[config.mk]
export PLATFORM = sky130hd
export DESIGN_NAME = cram_unloader
export DESIGN_NICKNAME = d
export VERILOG_FILES = /design/src/rtl/cram_unloader.sv
export SDC_FILE = /design/constraint.sdc
export NUM_CORES = 1
export LEC_CHECK = 0
export BUFFER_PORTS_ARGS = -buffer_cell sky130_fd_sc_hd__buf_2
export CAP_MARGIN = 20
export CORE_MARGIN = 10
export CORE_UTILIZATION = 43
export DETAILED_ROUTE_END_ITERATION = 12
export PLACE_DENSITY = 0.79
export SYNTH_ARGS = -nofsm -noshare
export SYNTH_HDL_FRONTEND = slang
export SYNTH_SLANG_ARGS = --single-unit
[constraint.sdc]
create_clock -name clk -period 1.8 [get_ports clk]
set_clock_uncertainty 0.2 [all_clocks]
set_input_delay 0.27 -clock clk [delete_from_list [all_inputs] [get_ports clk]]
set_output_delay 0.27 -clock clk [all_outputs]
set_load 0.01 [all_outputs]
[src/rtl/cram_unloader.sv]
// Complex RAM unloader: sweeps all N locations after a transform and streams
// {real, im} samples on a valid/ready port. Optional CRAM_UNLOADER_BITREV_EN reads in bit-reversed order.
module cram_unloader #(
    parameter int unsigned vector_size = 16,
    parameter int unsigned N           = 16
) (
    input  logic                      clk,
    input  logic                      rst_n,
    input  logic                      start,
    output logic                      busy,
    output logic                      done,
    output logic [$clog2(N)-1:0]      read_address,
    input  logic [vector_size-1:0]    mem_real,
    input  logic [vector_size-1:0]    mem_im,
    output logic                      m_valid,
    input  logic                      m_ready,
    output logic [vector_size-1:0]    m_real,
    output logic [vector_size-1:0]    m_im,
    output logic [$clog2(N)-1:0]      m_index,
    output logic                      m_last
);

    localparam int unsigned AW = $clog2(N);
    localparam int unsigned KW = AW + 1;

    typedef enum logic {IDLE, RUN} state_t;

    state_t        state;
    logic [KW-1:0] k;
    logic [KW-1:0] k_next_c;
    logic          capture_c;

    // Address mapping from frame index to RAM location.
    function automatic logic [AW-1:0] map_addr(input logic [AW-1:0] idx);
        logic [AW-1:0] r;
        r = idx;
`ifdef CRAM_UNLOADER_BITREV_EN
        for (int b = 0; b < int'(AW); b++) begin
            r[b] = idx[AW-1-b];
        end
`endif
        return r;
    endfunction

    // k is one bit wider than the address so the "all fetched" value N is representable.
    assign k_next_c  = k + KW'(1);
    assign capture_c = (state == RUN) && (!m_valid || m_ready) && (k < KW'(N));

    always_ff @(posedge clk or negedge rst_n) begin
        if (!rst_n) begin
            state        <= IDLE;
            k            <= '0;
            read_address <= '0;
            busy         <= 1'b0;
            done         <= 1'b0;
            m_valid      <= 1'b0;
            m_real       <= '0;
            m_im         <= '0;
            m_index      <= '0;
            m_last       <= 1'b0;
        end else begin
            done <= 1'b0;
            case (state)
                IDLE: begin
                    if (start) begin
                        state        <= RUN;
                        busy         <= 1'b1;
                        k            <= '0;
                        read_address <= map_addr('0);
                    end
                end
                RUN: begin
                    if (capture_c) begin
                        m_real  <= mem_real;
                        m_im    <= mem_im;
                        m_index <= k[AW-1:0];
                        m_last  <= (k == KW'(N - 1));
                        m_valid <= 1'b1;
                        k       <= k_next_c;
                        if (k_next_c < KW'(N)) begin
                            read_address <= map_addr(k_next_c[AW-1:0]);
                        end
                    end else if (m_valid && m_ready) begin
                        m_valid <= 1'b0;
                    end
                    // Final sample accepted: frame complete.
                    if (m_valid && m_ready && m_last) begin
                        state <= IDLE;
                        busy  <= 1'b0;
                        done  <= 1'b1;
                    end
                end
                default: state <= IDLE;
            endcase
        end
    end

endmodule

# ---- After elaboration in Yosys (flattened, before gate mapping)
# Index checks and enable logic that the tools add are counted.
dict set report totals {
  regBits 50
  in_bits 36
  elab_cells 48
}
dict set report op_classes {
  addsub 1
  order_cmp 2
  n_eq_ne 5
  muxes 17
  bitwise_logic 1
  reduce_logical 12
}
# cell n
set ops {}
lappend ops {{4-bit two-way mux} 3}
lappend ops {{5-bit less-than comparator (second input constant)} 2}
lappend ops {{5-bit two-way mux} 2}
lappend ops {{5-bit one-hot mux with 2 select lines} 1}
lappend ops {{1-bit two-way mux} 8}
lappend ops {{4-bit one-hot mux with 2 select lines} 1}
lappend ops {{2-bit AND reduction} 4}
lappend ops {{2-bit by 1-bit inequality test with 1-bit output (second input constant)} 3}
lappend ops {{5-bit by 1-bit adder with 5-bit output (second input constant)} 1}
lappend ops {{5-bit by 4-bit == test with 1-bit output (second input constant)} 1}
lappend ops {{1-bit logical AND} 4}
lappend ops {{1-bit one-hot mux with 2 select lines} 2}
lappend ops {{3-bit AND reduction} 1}
lappend ops {{2-bit inequality test (second input constant)} 1}
lappend ops {{2-bit nonzero test} 1}
lappend ops {{1-bit logical NOT} 1}
lappend ops {{1-bit logical OR} 1}
lappend ops {{1-bit inverter} 1}

# ---- Logic depth before layout (Yosys ltp)
# Gate-level depths: netlist (run 1).
dict set report depth {
  depth_word 6
  depth_mapped 6
  ltp_nobuf 6
}

# ---- Least setup slack after synthesis (run 1)
# OpenSTA, ideal clock, no wires.
dict set report synth_path {
  kind {register -> register}
  startpoint {reg k[0]}
  endpoint {reg read_address[3]}
  setup_ps 125
  t_arrival_ps 1628
  path_slack_ps -152
  stages_incl_launch_ff 6
  path_buffers 0
  synth_period_minus_slack_ps 1952
  path_cell_list {dfrtp_1 -> ha_1 -> and3_1 -> ha_1 -> a21oi_1 -> mux2_2}
}
dict set report synth_between {
  elab_chain_len 4
  word_cells_on_any_way 10
  cone_classes {1 x add/sub; 2 x order compare; 2 x eq/ne; 3 x mux; 2 x reduce/logical}
}
# item line
set synth_rtl {}
lappend synth_rtl {{start, declared} 29} ;# logic [KW-1:0] k;
lappend synth_rtl {{start signal, assigned} 79} ;# k <= k_next_c;
lappend synth_rtl {{5-bit by 1-bit adder with 5-bit output or 5-bit less-than comparator (tied branches)} {46, 47}}
lappend synth_rtl {{5-bit less-than comparator, or another cell as far along} 80} ;# if (k_next_c < KW'(N)) begin
lappend synth_rtl {{2-bit by 1-bit inequality test with 1-bit output (no source line) or 4-bit two-way mux (tied branches)} -}
lappend synth_rtl {{3-bit AND reduction (no source line) or 4-bit one-hot mux with 2 select lines (tied branches)} -}
lappend synth_rtl {{end signal, assigned} 69} ;# read_address <= map_addr('0);
lappend synth_rtl {{end signal, assigned} 81} ;# read_address <= map_addr(k_next_c[AW-1:0]);
lappend synth_rtl {{end, declared} 12} ;# output logic [$clog2(N)-1:0] read_address,
# Parallel ways exist; a longest one is shown, timed or not. The select of a mux whose other input is x is not followed.
# A chain may end at the register's enable or synchronous reset.

# ---- Worst setup path in the final report (run 1)
# Same ends and word-level chain as after synthesis.

==> flow_metrics.py, run 1 <==
metrics = {
    "outcome": {
        "outcome": "finished clean",
    },
    "min_path": {
        "hold_path.class": "in2reg",
    },
    "global_routing": {
        "grt-ovfl-total": 0,
        "grt_busiest_layer": "met2",
        "grt_util_met1_pct": 14.3,
        "grt_pass1_vias": 1588,
        "grt_pass1_wl_um": 8070,
        "use_met3_pct": 2.83,
        "met2_usage_pct": 23.3,
        "gr-usage-all-layers_pct": 12.9,
        "grt_max_degree": 51,
        "antenna_found_initial": 0,
    },
    "sta": {
        "worstMarginPinSlew_ns": 0.270,
        "slew_viol_final": 0,
        "setup_tns_ns": 0,
        "fmaxAchievable_ghz": 0.567,
        "hold_violations": 0,
        "setup_viol": 0,
        "rsz0062_at_grt": "true",
        "slew_headroom_pct": 81.9,
        "period_share_pct": 97.9,
        "period_needed_ns": 1.76,
    },
    "floorplan": {
        "start_util_pct": 43.9,
        "rows": 25,
        "die_x_um": 89.2,
        "die_y_um": 89.2,
        "coreArea_um2": 4690,
        "dieArea_um2": 7950,
        "io_pins": 80,
    },
    "synth": {
        "synth_cell_types": 28,
        "synth_compound_area_share_pct": 3.34,
        "synth_area_um2": 2060,
        "ys_seq_area_share_pct": 60.8,
        "yosysMostFrequentCell": "dfrtp_1",
        "synth-edff-count": 0,
        "synth_cells": 140,
        "synth_top_area_share_pct": 60.8,
        "yosys.area_share.simple_pct": 6.44,
        "synth.area.mux_share_pct": 23.5,
        "async_flop_share_pct": 100,
        "synth_xor_area_share_pct": 1.28,
        "dominantRegCellSynth": "dfrtp_1",
        "synth_top_cells_by_count": "dfrtp_1, mux2_2, mux2_4, nor2_1, inv_1",
        "synth.avg_cell_area_um2": 14.7,
        "synth_fa_ha_area_share_pct": 1.22,
        "yosysWarnings": 0,
        "syn-num-nets": 178,
        "post-synth-top-area-cell": "dfrtp_1",
        "synthTopCellsByArea": "dfrtp_1, mux2_2, mux2_4",
        "synth_top_family_by_area": "multiplexers",
        "synth_seq_cells": 50,
    },
    "power": {
        "switching_share_pct": 33.4,
        "p_leak_nw": 1.43,
        "pwr_density_cell_nw_per_um2": 1630,
        "p_int_mw": 3.17,
        "p_comb_share_pct": 46.4,
        "max-vdd-ir-drop_uv": 708,
        "power_frac_clock_pct": 13.9,
        "seqPwrFrac_pct": 39.7,
        "p_switching_mw": 1.59,
    },
    "layout": {
        "fin_area_um2": 2920,
        "diodes": 0,
        "regArea_um2": 1250,
        "nets": 289,
        "drive_above_1_share_pct": 56.7,
        "stdcell_count": 306,
        "synthToLayoutAreaGrowth_pct": 41.7,
        "fillers": 374,
        "final_util_pct": 62.2,
        "multi_input_area_um2": 766,
    },
    "placement": {
        "placed_cells": 277,
        "post_dp_cell_area_um2": 2610,
        "gp_congestion": 0.776,
        "port_buffers": 79,
        "dp_hpwl_um": 3620,
    },
    "drt": {
        "ant_nets": 0,
        "wl_per_cell_um": 16.5,
        "routed_wl_um": 5050,
        "drt-pass1-iter-count": 4,
        "num_vias": 1480,
        "drtIter0Drc": 43,
        "drc": 0,
        "via_per_inst": 4.84,
    },
    "clock_network": {
        "numCtsBuffers": 5,
        "cts.clk_slew.worst_paths_ns": 0.09,
        "cts_tree": "built",
        "clockBufferDepth": 2,
        "insertion_delay_ns": 0.30,
        "clock-root-buffer": "clkbuf_8",
        "clock_sinks": 50,
        "cts_max_level": 2,
    },
    "critical_path": {
        "critPathArrivalTime_ns": 1.75,
        "worstPathMaxFanout": 5,
        "required_ns": 1.79,
        "worst_setup_path_start_kind": "flop",
        "critPathKind": "reg2reg",
        "endpoint_kind": "flop",
    },
    "job": {
        "maxCapViolations": 0,
    },
}
## per-layer routing
metal  share of wire [%]  vias to the layer above
met5                   0                        -
met1                  36                      725
met4                0.83                        0
li1                    -                      708
met2                  55                       42
met3                 7.7                        5
## cell usage in the layout, fill, tap and decap left out, types with 2 or more instances in the layout
master and instances:
buf_12 3, buf_2 79, buf_4 7, clkbuf_8 6, dfrtp_1 50, dlygate4sd3_1 21
inv_1 6, mux2_2 27, mux2_4 12, nand2_1 3, nand3_1 4, nand4_1 2
nor2_1 8, o211ai_1 2, xor2_1 2
## worst max-delay path: stages (launching register included)
cell and delay [ns]:
dfrtp_1 0.41, ha_2 0.18, and3_4 0.18, ha_4 0.23
a21oi_2 0.12, mux2_2 0.33
## what timing repair did
item	in CTS	in global routing
hold buffers	21	0
endpoints found under the hold margin	70	0
endpoints found under the setup margin	0	2
gates resized for setup	0	2
setup buffers	0	0
## power by group through the flow
stage | sequential, mW | combinational, mW | clock [mW]
finish | 1.89 | 2.21 | 0.661
global route | 1.97 | 2.41 | 0.715
CTS | 1.89 | 2.24 | 0.681
detailed placement | 1.91 | 2.20 | 0
global placement | 1.87 | 2.14 | 0
floorplan | 2.13 | 1.13 | 0
## through the flow
| step | setup slack, ns | hold WS [ns] | total power, mW |
|---|---|---|---|
| 3_3_place_gp | 0.0684 | 0.0771 | 4.02 |
| 3_5_place_dp | 0.0402 | 0.0738 | 4.11 |
| 4_1_cts | 0.0233 | 0.0000804 | 4.81 |
| 6_report | 0.0375 | 0.00651 | 4.76 |
| 5_1_grt | -0.0292 | 0.000179 | 5.09 |
| 2_1_floorplan | 0.00545 | -0.226 | 3.26 |
## final cells by class
class                      count  share of cell area (%)
multi-input combinational     78                    26.3
tap                           54                    2.32
clock inverter                 1                   0.172
inverter                       6                   0.772
sequential                    50                    42.9
clock buffer                   7                    2.96
timing repair buffer         110                    24.6
## cell families after synthesis
| kind of cell | count (synthesis) |
|---|---|
| DFF | 50 |
| muxes | 39 |
| and+or+nand+nor | 24 |
| buffers and inverters | 12 |
| AOI/OAI and AO/OA | 10 |
| xor gates and xnor gates | 3 |
| adders and majority gates | 2 |
## path summary, 6_finish.rpt
| check | from | end | slack [ns] | cells after the start |
|---|---|---|---|---|
| worst max-delay path | k[0] | read_address[3] | 0.04 | 5 |
| worst max register to register | k[0] | read_address[3] | 0.04 | 5 |
| worst min-delay path | mem_im[12] | m_im[12] | 0.007 | 2 |
| min in group asynchronous | rst_n | m_real[4] | 0.28 | 3 |
| worst min register to register | busy | busy | 0.30 | 2 |
| max in group asynchronous | rst_n | m_valid | 0.90 | 3 |
## registers in the layout, indices dropped and copies added, names as in the netlist
| signal | flops |
|---|---|
| state | 1 |
| read_address | 4 |
| m_real | 16 |
| busy | 1 |
| done | 1 |
| k | 5 |
| m_index | 4 |
| m_last | 1 |
| m_im | 16 |
| m_valid | 1 |
No activity file was read; power rests on OpenSTA's default activity.
==> run 2: changes to the inputs <==
- clock period: 1.8 -> 1.6 ns (I/O delays scaled with it)
==> run 2 against run 1 <==
  * The run now ends with negative setup slack left
  * Via count increased by 12%
  * Core utilization up 11 points
  * Critical endpoint unchanged
  * Largest cell class unchanged
  * Global-route usage up 3.1 points
  * First-iteration DRC count increased by 63%
  * Critical path depth did not move
  * Count of clock-buffer cells in the layout unchanged
  * Maximum frequency fell by 0.33%
  * Cell count is 9.2% higher
  * Register-to-register slack got worse by 0.21 ns
  * Highest routed layer unchanged
  * Combinational power increased by 57%
  * Wire length is 20% higher
  * Clock power up 13%
==> flow_metrics.py, run 2 (synthesis gave the netlist of run 1 again) <==
metrics = {
    "drt": {
        "drt-pass1-iter-count": 4,
        "wl_per_cell_um": 18.2,
        "drtIter0Drc": 70,
        "num_vias": 1653,
        "via_per_inst": 4.95,
        "routed_wl_um": 6080,
        "drc": 0,
        "ant_nets": 0,
    },
    "layout": {
        "fillers": 315,
        "drive_above_1_share_pct": 58.2,
        "final_common_cell": "buf_2",
        "nets": 317,
        "reg_top3": "m_im: 16 flops, m_real: 16 flops, k: 5 flops",
        "diodes": 0,
        "fin_area_um2": 3420,
        "synthToLayoutAreaGrowth_pct": 66.3,
        "multi_input_area_um2": 913,
        "final_cell_mix": "buf_2, dfrtp_1, mux2_4",
        "regArea_um2": 1250,
    },
    "clock_network": {
        "cts_tree": "built",
        "clock_sinks": 50,
        "insertion_delay_ns": 0.30,
        "cts_max_level": 2,
        "clock-root-buffer": "clkbuf_8",
        "cts.clk_slew.worst_paths_ns": 0.09,
        "clockBufferDepth": 2,
        "numCtsBuffers": 5,
    },
    "floorplan": {
        "die_x_um": 89.2,
        "dieArea_um2": 7950,
        "io_pins": 80,
        "start_util_pct": 43.9,
        "rows": 25,
        "coreArea_um2": 4690,
        "die_y_um": 89.2,
    },
    "critical_path": {
        "worst_setup_path_start_kind": "flop",
        "critPathKind": "reg2reg",
        "critical_path.cell_chain": "ha_2 > and3_4 > ha_4 > a21oi_4 > mux2_4",
        "slowest_delay_ns": 0.40,
        "worstPathMaxFanout": 4,
        "required_ns": 1.60,
        "endpoint_kind": "flop",
        "critPathArrivalTime_ns": 1.77,
        "crit_slowest_cell": "dfrtp_1",
    },
    "outcome": {
        "violations": "negative setup slack",
        "outcome": "complete, but fails checks",
    },
    "placement": {
        "dp_hpwl_um": 3630,
        "gp_congestion": 0.789,
        "port_buffers": 79,
        "post_dp_cell_area_um2": 2640,
    },
    "min_path": {
        "hold_path.class": "in2reg",
    },
    "sta": {
        "fmaxAchievable_ghz": 0.566,
        "rsz0062_at_grt": "true",
        "setup_viol": 43,
        "worstMarginPinSlew_ns": 0.378,
        "period_share_pct": 111,
        "hold_violations": 0,
        "fin_ws_ns": -0.168,
        "period_needed_ns": 1.77,
        "slew_headroom_pct": 74.7,
        "slew_viol_final": 0,
    },
    "global_routing": {
        "grt_pass1_vias": 1946,
        "grt_pass1_wl_um": 9780,
        "grt_max_degree": 51,
        "grt-ovfl-total": 0,
        "gr-usage-all-layers_pct": 16.0,
        "antenna_found_initial": 0,
    },
    "job": {
        "maxCapViolations": 0,
    },
    "power": {
        "max-vdd-ir-drop_uv": 1000,
        "p_leak_nw": 1.68,
        "pwr_density_cell_nw_per_um2": 1860,
        "p_total_mw": 6.36,
    },
}
[run 2: worst max-delay path: cells and delay by family (launching register included)]
| kind | cells | cell delay [ns] |
|---|---|---|
| muxes | 1 | 0.30 |
| adders and majority gates | 2 | 0.44 |
| DFF | 1 | 0.40 |
| and+or+nand+nor | 1 | 0.19 |
| AOI/OAI and AO/OA | 1 | 0.13 |
[run 2: metal layers]
layer,vias to the layer above,routed length (µm),global-route usage (%)
met1,831,2410,17.9
met5,-,0,0
met4,0,61,4.48
li1,763,-,-
met2,53,3150,27.5
met3,6,467,6.47
[run 2: cell type report]
type / count / area share (%)
Sequential cell: 50 / 36.6
Timing Repair Buffer: 138 / 31.4
Multi-Input combinational cell: 78 / 26.7
Clock buffer: 7 / 2.52
Tap cell: 54 / 1.97
Inverter: 6 / 0.658
Clock inverter: 1 / 0.146
[run 2: where the power goes]
part / switching (mW) / total [mW] / internal (mW)
Sequential: 0.324 / 2.15 / 1.83
Combinational: 1.38 / 3.46 / 2.08
Clock: 0.401 / 0.750 / 0.349
Total: 2.11 / 6.36 / 4.25
[run 2: worst paths after layout]
path	start	end	slack (ns)	cells after the start
setup reg to reg	k[1]	read_address[3]	-0.17	5
max in group asynchronous	rst_n	m_index[3]	0.71	3
hold reg to reg	m_real[0]	m_real[0]	0.31	1
hold / removal	m_ready	done	0.03	3
setup / recovery	k[1]	read_address[3]	-0.17	5
min in group asynchronous	rst_n	m_im[0]	0.24	3
[run 2: what timing repair did]
action | CTS | global route
hold endpoints to repair | 82 | 0
pin swaps | 1 | 4
buffers inserted | 7 | 4
resized for setup | 27 | 22
hold buffers | 33 | 0
setup endpoints to repair | 30 | 45
gates cloned | 4 | 1
[run 2: per-stage QoR]
stage          setup TNS (ns)  std cells  setup WS, ns  hold slack (ns)  utilization [%]
6_report                -2.25        334        -0.168           0.0317             72.9
5_1_grt                 -3.71        334        -0.226           0.0324             72.9
4_1_cts                 -2.99        333        -0.135           0.0270             71.7
3_5_place_dp           -0.352        281        -0.129           0.0485             56.3
3_3_place_gp           -0.180        281        -0.115           0.0475             56.3
2_1_floorplan          -0.381        140        -0.175           -0.256                -
==> run 3: changes to the inputs <==
--- a/config.mk
+++ b/config.mk
@@ -10,4 +10,5 @@
 export CORE_MARGIN = 10
 export CORE_UTILIZATION = 43
+export CTS_CLUSTER_DIAMETER = 200
 export DETAILED_ROUTE_END_ITERATION = 12
 export PLACE_DENSITY = 0.79
==> constraint.sdc (replaced) <==
create_clock -name clk -period 1.6 [get_ports clk]
set_clock_uncertainty 0.2 [all_clocks]
set_input_delay 0.08 -clock clk [delete_from_list [all_inputs] [get_ports clk]]
set_output_delay 0.08 -clock clk [all_outputs]
set_load 0.01 [all_outputs]
==> run 3 against run 2 <==
  * The run still ends with negative setup slack left
  * Register-to-register slack gained 0.04 ns
  * Core utilization fell by 0.43 points
  * Total power shrank 2.2%
  * Via count decreased by 1.1%
  * First-iteration DRC count rose by 2.9%
  * Die area is the same
  * Combinational power decreased by 4%
  * Wire length shrank 3.1%
  * Critical path depth is the same
  * Worst setup slack better by 0.043 ns
  * Cell area decreased by 0.59%
  * Critical path type unchanged
  * Highest routed layer unchanged
==> flow_metrics.py, run 3 (synthesis gave the netlist of run 1 again) <==
metrics = {
    "outcome": {
        "outcome": "complete, but fails checks",
        "violations": "negative setup slack",
    },
    "global_routing": {
        "antenna_found_initial": 0,
        "grt_pass1_vias": 1818,
        "grt_max_degree": 51,
        "grt-ovfl-total": 0,
        "gr-usage-all-layers_pct": 14.8,
        "grt_pass1_wl_um": 9160,
    },
    "drt": {
        "wl_per_cell_um": 17.5,
        "drtIter0Drc": 72,
        "drt-pass1-iter-count": 4,
        "routed_wl_um": 5890,
        "drc": 0,
        "ant_nets": 0,
        "via_per_inst": 4.85,
        "num_vias": 1635,
    },
    "layout": {
        "synthToLayoutAreaGrowth_pct": 65.3,
        "drive_above_1_share_pct": 58.3,
        "fin_area_um2": 3400,
        "final_cell_mix": "buf_2, dfrtp_1, mux2_4",
        "nets": 320,
        "stdcell_count": 337,
        "reg_top3": "m_im: 16 flops, m_real: 16 flops, k: 5 flops",
        "final_common_cell": "buf_2",
        "diodes": 0,
    },
    "sta": {
        "hold_violations": 0,
        "period_share_pct": 108,
        "fin_ws_ns": -0.125,
        "period_needed_ns": 1.73,
        "rsz0062_at_grt": "true",
        "setup_viol": 29,
        "worstMarginPinSlew_ns": 0.298,
        "fmaxAchievable_ghz": 0.580,
        "slew_viol_final": 0,
        "slew_headroom_pct": 80.0,
    },
    "floorplan": {
        "coreArea_um2": 4690,
        "die_x_um": 89.2,
        "dieArea_um2": 7950,
        "start_util_pct": 43.9,
        "die_y_um": 89.2,
        "io_pins": 80,
        "rows": 25,
    },
    "power": {
        "p_comb_share_pct": 53.4,
        "pwr_density_cell_nw_per_um2": 1830,
        "switching_share_pct": 32.7,
        "p_int_mw": 4.19,
        "max-vdd-ir-drop_uv": 952,
        "p_leak_nw": 1.69,
        "p_switching_mw": 2.03,
        "seqPwrFrac_pct": 34.6,
        "p_total_mw": 6.22,
        "power_frac_clock_pct": 12.0,
    },
    "critical_path": {
        "worstPathMaxFanout": 3,
        "critPathKind": "reg2reg",
        "critPathArrivalTime_ns": 1.71,
        "endpoint_kind": "flop",
        "required_ns": 1.59,
        "worst_setup_path_start_kind": "flop",
    },
    "placement": {
        "placed_cells": 282,
        "port_buffers": 79,
        "post_dp_cell_area_um2": 2650,
        "gp_congestion": 0.789,
        "dp_hpwl_um": 3570,
    },
    "clock_network": {
        "insertion_delay_ns": 0.29,
        "clock_sinks": 50,
        "clock-root-buffer": "clkbuf_8",
        "cts.clk_slew.worst_paths_ns": 0.09,
        "cts_tree": "built",
        "clockBufferDepth": 2,
        "numCtsBuffers": 5,
        "cts_max_level": 2,
    },
    "min_path": {
        "hold_path.class": "in2reg",
    },
    "job": {
        "maxCapViolations": 0,
    },
}
## run 3: routing by layer
layer / vias up / track usage (%) / routed length (µm)
li1: 770 / - / -
met1: 807 / 16.5 / 2340
met2: 51 / 25.5 / 3070
met3: 7 / 5.65 / 459
met4: 0 / 4.34 / 29
met5: - / 0 / 0
## run 3: final timing paths
kind                       slack, ns  depth (start not counted)              end     from
max                            -0.13                          5  read_address[3]     k[1]
min                             0.04                          4  read_address[0]  m_ready
max reg2reg                    -0.13                          5  read_address[3]     k[1]
min reg2reg                     0.31                          1          m_im[8]  m_im[8]
max in group asynchronous       0.87                          3          m_im[8]    rst_n
min in group asynchronous       0.09                          3          m_im[0]    rst_n
## run 3: cell type report
cell class | instances | area (µm²)
Fill cell | 302 | 1290
Sequential cell | 50 | 1250
Timing Repair Buffer | 141 | 1070
Multi-Input combinational cell | 78 | 895
Clock buffer | 7 | 86.3
Tap cell | 54 | 67.6
Inverter | 6 | 22.5
Clock inverter | 1 | 5.00
## run 3: power groups by stage
stage | sequential (mW) | clock [mW] | combinational [mW]
final | 2.15 | 0.745 | 3.32
after global routing | 2.22 | 0.824 | 3.56
after CTS | 2.13 | 0.775 | 3.27
after detailed placement | 2.13 | 0 | 2.57
after global placement | 2.10 | 0 | 2.50
after floorplan | 2.40 | 0 | 1.27
## run 3: repair_timing
item | CTS | global route
endpoints found under the setup margin | 28 | 42
pin swaps | 6 | 5
setup buffers | 10 | 1
endpoints found under the hold margin | 90 | 0
gates resized for setup | 34 | 9
gates cloned | 2 | 1
hold buffers | 35 | 0
## run 3: metrics by stage
step                setup TNS, ns  hold slack [ns]  utilization, %  worst slack [ns]
global placement           -0.189           -0.114            56.4            -0.113
global route                -3.13           0.0356            72.5            -0.155
floorplan                  -0.381           -0.416               -            -0.175
CTS                         -1.82           0.0200            71.6            -0.158
detailed placement         -0.480           -0.110            56.4            -0.160
finish                      -1.58           0.0385            72.5            -0.125
## run 3: critical path: stages (launching register included)
cell,delay (ns)
dfrtp_1,0.40
ha_2,0.20
and3_4,0.16
ha_4,0.22
a21oi_2,0.14
mux2_4,0.31
